--- config.mk ---
export PLATFORM = sky130hd
export DESIGN_NAME = p_cacheline_adaptor
export DESIGN_NICKNAME = d
export VERILOG_FILES = /design/src/rtl/p_cacheline_adaptor.sv
export SDC_FILE = /design/constraint.sdc
export NUM_CORES = 2
export LEC_CHECK = 0
export ABC_AREA = 0
export CORE_MARGIN = 4
export CORE_UTILIZATION = 24
export DETAILED_ROUTE_END_ITERATION = 8
export DONT_BUFFER_PORTS = 1
export GPL_ROUTABILITY_DRIVEN = 0
export GPL_TIMING_DRIVEN = 0
export PLACE_DENSITY = 0.44
export SETUP_SLACK_MARGIN = 0.5
export SYNTH_ARGS = -nofsm -noshare
export SYNTH_HDL_FRONTEND = slang
export SYNTH_SLANG_ARGS = --single-unit
--- constraint.sdc ---
create_clock -name clk -period 28.8 [get_ports clk]
set_clock_uncertainty 0.1 [all_clocks]
set_input_delay 5.76 -clock clk [delete_from_list [all_inputs] [get_ports clk]]
set_output_delay 5.76 -clock clk [all_outputs]
set_load 0.1 [all_outputs]
--- src/rtl/p_cacheline_adaptor.sv ---
// rtl/p_cacheline_adaptor.sv - cache line to fixed-length memory burst adaptor
// Optional last-line buffer enabled by defining LINE_BUFFER_EN.
module p_cacheline_adaptor #(
  parameter int BEATS      = 4,
  parameter int BEAT_WIDTH = 64,
  parameter int LINE_WIDTH = 256,
  parameter int ADDR_WIDTH = 32
) (
  input  logic                  clk,
  input  logic                  rst,
  input  logic [ADDR_WIDTH-1:0] pmem_address,
  input  logic                  pmem_read,
  input  logic                  pmem_write,
  input  logic [LINE_WIDTH-1:0] pmem_wdata,
  output logic [LINE_WIDTH-1:0] pmem_rdata,
  output logic                  pmem_resp,
  output logic [ADDR_WIDTH-1:0] mem_address,
  output logic                  mem_read,
  output logic                  mem_write,
  output logic [BEAT_WIDTH-1:0] mem_wdata,
  input  logic [BEAT_WIDTH-1:0] mem_rdata,
  input  logic                  mem_resp
);

  localparam int CW         = $clog2(BEATS);
  localparam int LINE_BYTES = LINE_WIDTH / 8;

  typedef enum logic [1:0] {IDLE, READ, WRITE, DONE} state_t;

  state_t                  state, state_next;
  logic [CW-1:0]           count;
  logic [ADDR_WIDTH-1:0]   addr_q;
  logic [LINE_WIDTH-1:0]   line_q;
  logic [LINE_WIDTH-1:0]   asm_q;
  logic [LINE_WIDTH-1:0]   rdata_q;
  logic [LINE_WIDTH-1:0]   line_commit;
  logic [ADDR_WIDTH-1:0]   aligned;
  logic                    last_beat;
  logic                    buf_hit;
  logic                    wr_hit;

  assign aligned   = pmem_address & ~ADDR_WIDTH'(LINE_BYTES - 1);
  assign last_beat = (count == CW'(BEATS - 1));

`ifdef LINE_BUFFER_EN
  logic                  buf_valid;
  logic [ADDR_WIDTH-1:0] buf_tag;
  assign buf_hit = buf_valid && (buf_tag == aligned);
  assign wr_hit  = buf_valid && (buf_tag == addr_q);
`else
  assign buf_hit = 1'b0;
  assign wr_hit  = 1'b0;
`endif

  always_comb begin
    state_next = state;
    case (state)
      IDLE:  if (pmem_write)     state_next = WRITE;
             else if (pmem_read) state_next = buf_hit ? DONE : READ;
      READ,
      WRITE: if (mem_resp && last_beat) state_next = DONE;
      DONE:  state_next = IDLE;
      default: state_next = IDLE;
    endcase
  end

  // Final beat merged with the already-assembled beats, committed in one go.
  always_comb begin
    line_commit = asm_q;
    line_commit[count*BEAT_WIDTH +: BEAT_WIDTH] = mem_rdata;
  end

  always_ff @(posedge clk) begin
    if (rst) begin
      state  <= IDLE;
      count  <= '0;
      addr_q <= '0;
      line_q <= '0;
      asm_q  <= '0;
    end else begin
      state <= state_next;
      case (state)
        IDLE: begin
          count <= '0;
          if (pmem_write) begin
            addr_q <= aligned;
            line_q <= pmem_wdata;
          end else if (pmem_read) begin
            addr_q <= aligned;
          end
        end
        READ: if (mem_resp) begin
          asm_q[count*BEAT_WIDTH +: BEAT_WIDTH] <= mem_rdata;
          count <= count + 1'b1;
        end
        WRITE: if (mem_resp) count <= count + 1'b1;
        default: count <= '0;
      endcase
    end
  end

  // Not cleared by reset so an aborted burst leaves the last good line intact.
  always_ff @(posedge clk) begin
    if (!rst) begin
      if (state == READ && mem_resp && last_beat)
        rdata_q <= line_commit;
      else if (state == WRITE && mem_resp && last_beat && wr_hit)
        rdata_q <= line_q;
    end
  end

`ifdef LINE_BUFFER_EN
  always_ff @(posedge clk) begin
    if (rst) begin
      buf_valid <= 1'b0;
      buf_tag   <= '0;
    end else if (state == READ && mem_resp && last_beat) begin
      buf_valid <= 1'b1;
      buf_tag   <= addr_q;
    end
  end
`endif

  assign pmem_resp   = (state == DONE);
  assign mem_read    = (state == READ);
  assign mem_write   = (state == WRITE);
  assign mem_address = addr_q;
  assign mem_wdata   = (state == WRITE) ? line_q[count*BEAT_WIDTH +: BEAT_WIDTH] : '0;
  assign pmem_rdata  = rst ? '0 : rdata_q;

endmodule

==> impl_results.md <==
* Max Cap Viol at 1
* H-tree levels at 3
* Post-CTS sizing at 0
* Hold buffers post-CTS at 0
* GR Util All Layers at 18.8%
* Arrival @ worst endpoint at 8.73 ns
* First-pass GRT wire length at between 150000 and 200000 µm
* Final Setup Violations at 0
* CORE AREA at 0.140 mm²
* Hold EP: line_q[197]$_SDFFE_PP0P_
* Mapped cell area at 0.0338 mm²
* Num ports at 712
* TritonCTS clock tree: done
* Pint at approximately 2.1 mW
* Initial antenna violation count at 27
* Syn_area_per_cell at 9.56 µm²
* Nets at 4011
* Yosys warnings at 0
* Met1 Wirelength at 57700 µm
* Layout cells sized above 1 at 18.6%
* Crit Path Max Fanout at 10
* Hold crit path type: register to register
* EDFF count, synth at 256
* Post-CTS Setup Bufs at 0
* #FFs+latches synth at roughly 800
* Normalized max-slew margin at -0.951%
* Standard-cell rows at 137
* Total CTS buffers at 93
* Clk pin slew, worst setup/hold paths at 0.06 ns
* R2R Path End: rdata_q[70]$_DFFE_PP_
* DR DRC count at 0
* Die area at between 0.1 and 0.15 mm²
* Die height at 383 µm
* GRT Residual Overflow at 0
* P_leak at 14.0 nW
* Final min period at 14.59 ns
* # clock sinks at about 800
* Asr flop ratio synth at 0%
* Synth top area share at 32.2%
* Max-slew violation count at 1
* Final wirelength at 144000 µm
* Worst Reg-to-Reg Cells at 8
* R2R Setup Slk at 25.17 ns
* Routed Antenna Nets at 0
* Drt pass-1 iters at 8
* CP startpoint kind: input pin
* Reg power frac at a little over 40%
* Setup TNS at 0 ns
* Largest net degree at the start of global routing at 33
* Clock root cell: clkbuf_16
* IO Port Bufs at 0
* Cell taking the most area after synthesis: dfxtp_1
* Final period util at 50.6%
* Syn Inst Count at between 3000 and 4000
* Layout area overhead at 19.1%
* Hold Slack at 0.352 ns
* Power density cells at a little over 80 mW/mm²
* FILL cells at 14900
* Top sig layer: met5
* CTS max path bufs at 3
* Cell variety after synth at 38
* Clock power frac at 37.8%
* Launch instance of the worst register-to-register path: state[1]$_SDFFE_PP0P_
* Wirelength per Cell at 25.6 µm
* Post-synth top cells: nand2_1, dfxtp_1, a21oi_1
* DP HPWL at 109000 µm
* Switching Power at 1.12 mW
* Final Hold Fails at 0
* Worst vdd ir at ~0.040 mV
* Combinational fraction of design power at 21.1%
* Met2 wire len at 68700 µm
* Switching power share of the total at 34.7%
* Min-delay src: line_q[197]$_SDFFE_PP0P_
* Sequential fraction of the synthesis area at 54.9%
* Starting density of the core at 24.2%
* Die Width at 383 µm
* Fmax at 68.6 MHz
* Vias in the first global route at 25900
* Top-count cell post-synth: nand2_1
* Via count at 26400
* Crit path capture type: primary output
* Worst-Skew Late Latency at 0.72 ns
* Slew @ Worst Pin at around 1.5 ns
* Violated checks: capacitance limit, slew limit
* Most used DFF post-synth: dfxtp_1
* CP required at 22.94 ns
* Unrepaired setup endpoints after global routing: no
* WS Path Type: input pin to primary output
* Status: complete, but fails checks
* Ranking of synthesized cells by area: dfxtp_1, edfxtp_1, nand2_1
* DRT iter0 DRCs at 1776
* WL met3 at around 14000 µm
* Vias per cell at 4.71
* WHS Path Cells at 2
## per-stage QoR
step | setup WS, ns | instances | total power, mW | cell area, µm² | util [%]
after CTS | 14.11 | 5600 | 3.27 | 40200 | 28.8
after global routing | 14.13 | 5607 | 3.37 | 40200 | 28.8
after floorplan | 10.85 | 3539 | 1.82 | 33800 | -
final | 14.21 | 5611 | 3.24 | 40300 | 28.8
after detailed placement | 14.11 | 5425 | 2.04 | 37100 | 26.5
after global placement | 3.06 | 5415 | 2.03 | 36200 | 25.9
## area by class of cell
cell class / instances / area, µm² / share of cell area [%]
diodes: 11 / 27.5 / 0.0684
plain buffers: 366 / 1960 / 4.86
clock buffers: 135 / 2650 / 6.57
clock inverters: 40 / 519 / 1.29
inverters: 197 / 739 / 1.84
multi-input cells: 2177 / 13200 / 32.9
flip-flops and latches: 799 / 18600 / 46.1
well taps: 1876 / 2350 / 5.83
repair buffers: 10 / 223 / 0.553
## power by group through the flow
stage	clock [mW]	combinational [mW]	sequential, mW
floorplan	0	0.477	1.34
global placement	0	0.675	1.35
detailed placement	0	0.684	1.36
CTS	1.25	0.686	1.33
global route	1.30	0.737	1.34
finish	1.22	0.681	1.33
## sequential cells by signal, summed over array words and instances, names as in the netlist
name         cells
mem_address     27
asm_q          256
state            2
count            2
line_q         256
rdata_q        256
## critical path, cell delays in order
cell and delay [ns]:
buf_2 0.49, clkbuf_1 0.88, clkbuf_1 0.96, nor2b_2 0.58
## how the worst max path moves through the flow
stage / start / end / slack (ns) / depth (start not counted)
2_1_floorplan: rst / rdata_q[0]$_DFFE_PP_ / 10.85 / 4
5_1_grt: rst / pmem_rdata[202] / 14.13 / 4
6_report: rst / pmem_rdata[129] / 14.21 / 4
4_1_cts: rst / pmem_rdata[129] / 14.11 / 4
3_3_place_gp: rst / rdata_q[148]$_DFFE_PP_ / 3.06 / 4
3_5_place_dp: rst / pmem_rdata[129] / 14.11 / 4
## cell usage in the layout, fill, tap and decap left out, types with 6 or more instances in the layout
| cell | Yosys | layout |
|---|---|---|
| ha_1 | 10 | 9 |
| buf_4 | 71 | 71 |
| buf_1 | 18 | 18 |
| edfxtp_1 | 256 | 256 |
| dfxtp_1 | 543 | 543 |
| clkbuf_8 | 0 | 16 |
| mux4_2 | 64 | 64 |
| a21oi_1 | 284 | 284 |
| diode_2 | 0 | 11 |
| clkbuf_1 | 134 | 159 |
| nor2b_2 | 0 | 251 |
| clkinv_1 | 0 | 6 |
| clkinv_2 | 0 | 15 |
| and2_1 | 65 | 65 |
| o21ai_0 | 193 | 193 |
| buf_6 | 10 | 10 |
| nand2_1 | 760 | 760 |
| bufinv_16 | 0 | 7 |
| buf_2 | 128 | 128 |
| inv_1 | 196 | 196 |
| clkbuf_16 | 0 | 93 |
| a32oi_1 | 192 | 192 |
| nor2_1 | 197 | 196 |
| buf_12 | 5 | 12 |
| a22o_1 | 128 | 128 |
## logic make-up (layout without fill, tap and decap cells)
logic type,count (synthesis),after routing,share of synthesized area [%]
AO/OA/AOI/OAI,804,804,15.5
XOR/XNOR,1,1,0.0259
adder cells (fa/ha/maj),10,10,0.370
buffers and inverters,563,748,7.98
flip-flops,799,799,54.9
multiplexers,65,65,4.29
other,1,16,0.0111
AND/OR/NAND/NOR,1292,1292,16.9
## layer usage
layer  global-route usage [%]  up-vias
met3                     7.33      183
met5                        0        -
met4                     5.36       18
li1                         -    12200
met2                     31.4      857
met1                     22.2    13100
No activity file was read; power rests on OpenSTA's default activity.
